--- config.mk ---
export PLATFORM = sky130hd
export DESIGN_NAME = isqrt_pipe_ctl
export DESIGN_NICKNAME = d
export VERILOG_FILES = /design/src/rtl/isqrt_pkg.sv /design/src/rtl/isqrt_step.sv /design/src/rtl/isqrt_pipe_ctl.sv
export SDC_FILE = /design/constraint.sdc
export NUM_CORES = 1
export LEC_CHECK = 0
export CORE_MARGIN = 5
export CORE_UTILIZATION = 50
export DETAILED_ROUTE_END_ITERATION = 6
export PLACE_DENSITY = 0.86
export SLEW_MARGIN = 10
export SYNTH_ARGS = -nofsm -noshare
export SYNTH_HDL_FRONTEND = slang
export SYNTH_SLANG_ARGS = --single-unit
--- constraint.sdc ---
create_clock -name clk -period 3.61 [get_ports clk]
set_input_delay 0.361 -clock clk [delete_from_list [all_inputs] [get_ports clk]]
set_output_delay 0.361 -clock clk [all_outputs]
set_load 0.02 [all_outputs]
--- src/rtl/isqrt_pkg.sv ---
`default_nettype none
// ============================================================================
// Module  : isqrt_pkg
// Brief   : Shared state encoding, derived widths and parameter checks for the
//           handshaked integer square root unit.
// Revision: 1.0 - initial release
// ============================================================================
package isqrt_pkg;

    typedef enum logic [1:0] {
        IDLE = 2'd0,
        CALC = 2'd1,
        DONE = 2'd2
    } state_t;

    // Root width is half the operand width.
    function automatic int calc_r_w(input int in_w);
        return in_w / 2;
    endfunction

    // Number of CALC cycles needed to resolve every root bit.
    function automatic int calc_iters(input int in_w, input int steps);
        return (in_w / 2) / steps;
    endfunction

    // Counter must hold the value ITERS itself.
    function automatic int calc_cnt_w(input int in_w, input int steps);
        return $clog2(calc_iters(in_w, steps) + 1);
    endfunction

    // Legal configurations: even operand of at least 4 bits, steps divide root width.
    function automatic bit params_ok(input int in_w, input int steps);
        return (in_w >= 4) && ((in_w % 2) == 0) && (steps >= 1) &&
               (steps <= in_w / 2) && (((in_w / 2) % steps) == 0);
    endfunction

endpackage
`default_nettype wire

--- src/rtl/isqrt_step.sv ---
`default_nettype none
// ============================================================================
// Module  : isqrt_step
// Brief   : One restoring square-root iteration. Brings in the next operand
//           bit pair, compares against the trial (root<<2)|1 and resolves one
//           root bit. Purely combinational so it can be chained per cycle.
// Revision: 1.0 - initial release
// ============================================================================
module isqrt_step
    import isqrt_pkg::*;
#(
    parameter int R_W = 16
) (
    input  logic [R_W+1:0] i_rem,
    input  logic [R_W-1:0] i_root,
    input  logic [1:0]     i_pair,
    output logic [R_W+1:0] o_rem,
    output logic [R_W-1:0] o_root
);

    logic [R_W+1:0] w_rem_sh;
    logic [R_W+1:0] w_trial;
    logic           w_ge;

    // The remainder never exceeds 2*root, so the two bits shifted out are zero.
    assign w_rem_sh = (i_rem << 2) | {{R_W{1'b0}}, i_pair};
    assign w_trial  = {i_root, 2'b01};
    assign w_ge     = (w_rem_sh >= w_trial);
    assign o_rem    = w_ge ? (w_rem_sh - w_trial) : w_rem_sh;
    assign o_root   = (i_root << 1) | {{(R_W-1){1'b0}}, w_ge};

endmodule
`default_nettype wire

--- src/rtl/isqrt_pipe_ctl.sv ---
`default_nettype none
// ============================================================================
// Module  : isqrt_pipe_ctl
// Brief   : Handshaked multi-cycle integer square root. Produces floor root,
//           remainder (relative to floor root) and exact flag, resolving
//           STEPS_PER_CYCLE root bits per clock.
//           Optional macro ISQRT_ROUND_EN: round root to nearest, saturating
//           at all-ones (out_sat flags the saturation).
// Revision: 1.0 - initial release
// ============================================================================
module isqrt_pipe_ctl
    import isqrt_pkg::*;
#(
    parameter int IN_W            = 32,
    parameter int STEPS_PER_CYCLE = 1
) (
    input  logic                   clk,
    input  logic                   rst,
    input  logic                   in_valid,
    output logic                   in_ready,
    input  logic [IN_W-1:0]        in_data,
    output logic                   out_valid,
    input  logic                   out_ready,
    output logic [IN_W/2-1:0]      out_root,
    output logic [IN_W/2:0]        out_rem,
    output logic                   out_exact,
    output logic                   out_sat,
    output logic                   busy
);

    localparam int R_W   = calc_r_w(IN_W);
    localparam int ITERS = calc_iters(IN_W, STEPS_PER_CYCLE);
    localparam int CNT_W = calc_cnt_w(IN_W, STEPS_PER_CYCLE);

    if (!params_ok(IN_W, STEPS_PER_CYCLE)) begin : g_bad_params
        $error("isqrt_pipe_ctl: IN_W must be even and >= 4; STEPS_PER_CYCLE must divide IN_W/2");
    end

    state_t            r_state;
    state_t            w_state_nxt;
    logic [IN_W-1:0]   r_opnd;
    logic [R_W+1:0]    r_rem;
    logic [R_W-1:0]    r_root;
    logic [CNT_W-1:0]  r_cnt;
    logic              w_in_ready;
    logic              w_out_valid;
    logic              w_accept;
    logic              w_done;
    logic [R_W-1:0]    w_root_out;
    logic              w_sat;

    // Iteration chain: element 0 is the registered state, last is next state.
    logic [R_W+1:0]    w_rem  [0:STEPS_PER_CYCLE];
    logic [R_W-1:0]    w_root [0:STEPS_PER_CYCLE];

    assign w_rem[0]  = r_rem;
    assign w_root[0] = r_root;

    for (genvar s = 0; s < STEPS_PER_CYCLE; s++) begin : g_step
        isqrt_step #(
            .R_W    (R_W)
        ) u_step (
            .i_rem  (w_rem[s]),
            .i_root (w_root[s]),
            .i_pair (r_opnd[IN_W-1-2*s -: 2]),
            .o_rem  (w_rem[s+1]),
            .o_root (w_root[s+1])
        );
    end

    assign w_accept = in_valid && w_in_ready;

    // State register; reset abandons any in-flight operand.
    always_ff @(posedge clk) begin
        if (rst) begin
            r_state <= IDLE;
        end else begin
            r_state <= w_state_nxt;
        end
    end

    // Next-state and handshake decode; DONE can hand off straight into CALC.
    always_comb begin
        w_state_nxt = r_state;
        w_in_ready  = 1'b0;
        w_out_valid = 1'b0;
        case (r_state)
            IDLE: begin
                w_in_ready = 1'b1;
                if (in_valid) begin
                    w_state_nxt = CALC;
                end
            end
            CALC: begin
                if (r_cnt == CNT_W'(1)) begin
                    w_state_nxt = DONE;
                end
            end
            DONE: begin
                w_out_valid = 1'b1;
                w_in_ready  = out_ready;
                if (out_ready) begin
                    w_state_nxt = in_valid ? CALC : IDLE;
                end
            end
            default: begin
                w_state_nxt = IDLE;
            end
        endcase
    end

    // Datapath: load on accept, otherwise advance STEPS_PER_CYCLE bits in CALC.
    always_ff @(posedge clk) begin
        if (rst) begin
            r_opnd <= '0;
            r_rem  <= '0;
            r_root <= '0;
            r_cnt  <= '0;
        end else if (w_accept) begin
            r_opnd <= in_data;
            r_rem  <= '0;
            r_root <= '0;
            r_cnt  <= CNT_W'(ITERS);
        end else if (r_state == CALC) begin
            r_opnd <= r_opnd << (2 * STEPS_PER_CYCLE);
            r_rem  <= w_rem[STEPS_PER_CYCLE];
            r_root <= w_root[STEPS_PER_CYCLE];
            r_cnt  <= r_cnt - CNT_W'(1);
        end
    end

`ifdef ISQRT_ROUND_EN
    logic w_rnd_up;
    // Round up when the remainder passes the midpoint between root^2 and (root+1)^2.
    assign w_rnd_up   = (r_rem[R_W:0] > {1'b0, r_root});
    assign w_sat      = w_rnd_up && (&r_root);
    assign w_root_out = w_sat ? r_root : (r_root + R_W'(w_rnd_up));
`else
    assign w_sat      = 1'b0;
    assign w_root_out = r_root;
`endif

    // Results are only presented in DONE; everywhere else they read as zero.
    assign w_done    = (r_state == DONE);
    assign in_ready  = w_in_ready;
    assign out_valid = w_out_valid;
    assign out_root  = w_done ? w_root_out : '0;
    assign out_rem   = w_done ? r_rem[R_W:0] : '0;
    assign out_exact = w_done && (r_rem == '0);
    assign out_sat   = w_done && w_sat;
    assign busy      = (r_state != IDLE);

endmodule
`default_nettype wire

==> qor.yml <==
placed_design:
  place_area_um2: 5140
  dp.cells: 727
  post-dp-hpwl_um: 8730
  io_buffers: 72
  gp_congestion: 1.05
power_and_ir_drop:
  power.density_nw_per_um2: 503
  vdd_drop_max_uv: 272
  leakage_uw: 0.00199
detailed_routing:
  via_per_inst: 5.98
  wl_per_cell_um: 16.4
  first_pass_iters: 5
  drtAntennaViolNets: 0
  drt-initial-drc-count: 306
  num_vias: 4445
  wirelength_um: 12200
  remaining_drc_errors: 0
grt:
  grt_overflow: 0
  grt_usage_pct: 22.0
  grt_pass1_vias: 4204
  grt_start_max_net_pins: 63
  antenna_found_initial: 0
  grt_pass1_wl_um: 20000
status:
  outcome: "completed"
yosys:
  ys_ff_latch: 73
  yosysMostFrequentCell: "nand2_1"
  synth.area.mux_share_pct: 2.54
  netlist_area_um2: 4380
  post-synth-top-area-cell: "dfxtp_1"
  synth-xor-area-share_pct: 3.00
  synth_top_area_share_pct: 33.3
  synthAdderAreaFrac_pct: 5.71
  synth_top_family_by_area: "simple AND/OR/NAND/NOR gates"
  synth_nets: 635
  synthTopCellsByCount: "107 x nand2_1, 73 x dfxtp_1, 51 x nor2_1, 49 x a21oi_1"
  synth_compound_area_share_pct: 22.1
  synth_cell_type_count: 64
  async_reset_ff_share_pct: 0
  synth-simple-area-share_pct: 27.3
  avgSynthCellArea_um2: 7.57
  syn_inst: 579
  yosys_warnings: 0
  yosys_most_used_dff: "dfxtp_1"
  synth_edf_count: 0
  synth_area_leaders: "dfxtp_1 33%, nand2_1 9.2%, a311oi_1 6.0%"
  seq_area_frac_synth_pct: 33.3
floorplanning:
  placementRows: 34
  initial_utilization_pct: 50.8
  ios: 74
  fp.dieW_um: 104
  die_area_um2: 10700
  core_area_um2: 8640
  die_height_um: 104
timing:
  period_share_pct: 72.8
  skew_ns: 0.0107
  finalSetupViolCount: 0
  layout_min_cycle_time_ns: 2.63
  max_slew_margin_pct: 45.0
  fin_setup_tns_ns: 0
  rsz0062_at_grt: "no"
  final_hold_viol_count: 0
  tightestPinTransition_ns: 0.824
  slew_viol_final: 0
  fmax_mhz: 381
clock_network:
  postCtsSetupBuffers: 0
  cts_resized: 0
  htreeDepth: 3
  clock-root-buffer: "clkbuf_8"
  hold_buffers: 0
  cts_buffer_depth: 2
  cts_tree: "done"
  clock_latency_ns: 0.36
  clkTransAtPathRegs_ns: 0.08
  cts_sinks: 73
  cts_buffers: 9
run:
  maxCapViolations: 0
min_path:
  holdPathEnd: "r_root[15]$_SDFFE_PP0P_"
  hp-start: "r_root[15]$_SDFFE_PP0P_"
  hold_path_depth: 2
  hold_class: "flip-flop to flip-flop"
setup_path:
  cp_slowest_stage_delay_ns: 0.61
  rr_worst_depth: 9
  critical_path.top_delay_family: "buffers and inverters"
  critPathSlowestCell: "clkdlybuf4s50_1"
  r2r-start: "r_root[13]$_SDFFE_PP0P_"
  r2r_end: "r_rem[13]$_SDFFE_PP0P_"
  crit_type: "flip-flop to output port"
  path_cells: "inv_2 > nor2_1 > buf_4 > nand3_1 > nor2_1 > clkdlybuf4s50_1"
  critPathBufInv: 3
  worstPathMaxFanout: 21
  startpoint_type: "flip-flop"
  worstPathRequired_ns: 3.25
  r2r_slack_ns: 1.01
  arrival_ns: 2.27
  crit_path_frequent_cell: "nor2_1"
  setup.worst_path.end_class: "output port"
cells_and_area:
  final_util_pct: 61.8
  drive_gt1_share_pct: 6.77
  area_growth_pct: 21.7
  final_cell_count_no_fill: 743
  final_cell_area_um2: 5330
  num_antenna_cells: 0
  fin_nets: 686
[layout make-up]
| type | instances | area, um2 |
|---|---|---|
| Tap cell | 108 | 135 |
| Sequential cell | 73 | 1460 |
| Clock inverter | 7 | 63.8 |
| Inverter | 23 | 86.3 |
| Timing Repair Buffer | 80 | 781 |
| Clock buffer | 9 | 124 |
| Multi-Input combinational cell | 443 | 2680 |
| Fill cell | 722 | 3300 |
[cell usage in the layout, fill, tap and decap left out, types with 2 or more instances in the layout]
cell and count:
nor2b_1 2, dfxtp_1 73, a22oi_1 2, o2111ai_1 2, or2_2 2, o31ai_2 2
xor2_1 5, inv_1 22, mux2i_1 10, a41oi_1 2, and3_1 4, nand3b_1 2
nand2b_1 4, clkinvlp_4 2, o31ai_1 3, nand3_1 14, a21o_1 6, clkinv_4 2
nor3_1 24, buf_4 8, and2_1 18, o21ai_0 21, a31oi_1 2, a21oi_1 49
nand2_1 106, nor2_1 51, inv_8 2, nand4_1 7, clkdlybuf4s50_1 72, clkbuf_8 9
xnor2_1 10, a311oi_1 30, o21a_1 5, nor4_1 6, o21ai_4 2, a211oi_1 2
and2_4 2, ha_1 20
[sequential cells by signal, indices dropped and copies added, names as in the netlist]
register  flops
r_state       2
r_rem        18
r_root       16
r_cnt         5
r_opnd       32
[logic make-up after synthesis]
family                     count (synthesis)
xor gates and xnor gates                  15
muxes                                     11
adders and majority gates                 20
and+or+nand+nor                          255
other                                      1
DFF                                       73
AOI/OAI and AO/OA                        141
buffers and inverters                     63
[metal layers]
metal / vias to the layer above / track usage, % / wire length, um
met5: - / 0 / 0
li1: 2147 / - / -
met3: 36 / 5.04 / 888
met1: 2074 / 29.2 / 5370
met4: 0 / 10.2 / 438
met2: 188 / 33.6 / 5470
[where the power goes]
part	internal, uW	switching, uW	total [uW]
Combinational	458	654	1110
Clock	263	355	619
Sequential	877	72.7	950
Total	1600	1080	2680
[per-stage QoR]
| stage | total power, uW | hold slack (ns) | setup slack [ns] |
|---|---|---|---|
| global route | 2830 | 0.481 | 0.765 |
| detailed placement | 2050 | 0.452 | 1.06 |
| CTS | 2670 | 0.464 | 0.990 |
| floorplan | 1820 | 0.436 | 1.46 |
| global placement | 2030 | 0.444 | 1.11 |
| finish | 2680 | 0.464 | 0.983 |
[worst min-delay path, delay by kind of cell, from the launching register on]
| family | cells | cell delay [ns] |
|---|---|---|
| flip-flops | 1 | 0.32 |
| AND/OR/NAND/NOR | 1 | 0.05 |
| AO/OA/AOI/OAI | 1 | 0.05 |
[worst max-delay path by stage]
stage | from | endpoint | slack [ns] | cells past startpoint
2_1_floorplan | r_root[13]$_SDFFE_PP0P_ | r_rem[15]$_SDFFE_PP0P_ | 1.46 | 11
3_3_place_gp | rst | r_rem[1]$_SDFFE_PP0P_ | 1.11 | 4
3_5_place_dp | r_root[2]$_SDFFE_PP0P_ | r_rem[5]$_SDFFE_PP0P_ | 1.06 | 9
4_1_cts | r_state[1]$_SDFFE_PP0P_ | out_exact | 0.99 | 6
5_1_grt | r_root[2]$_SDFFE_PP0P_ | r_rem[17]$_SDFFE_PP0P_ | 0.77 | 9
6_report | r_state[1]$_SDFFE_PP0P_ | out_exact | 0.98 | 6
Power figures use the tool's default switching activity.
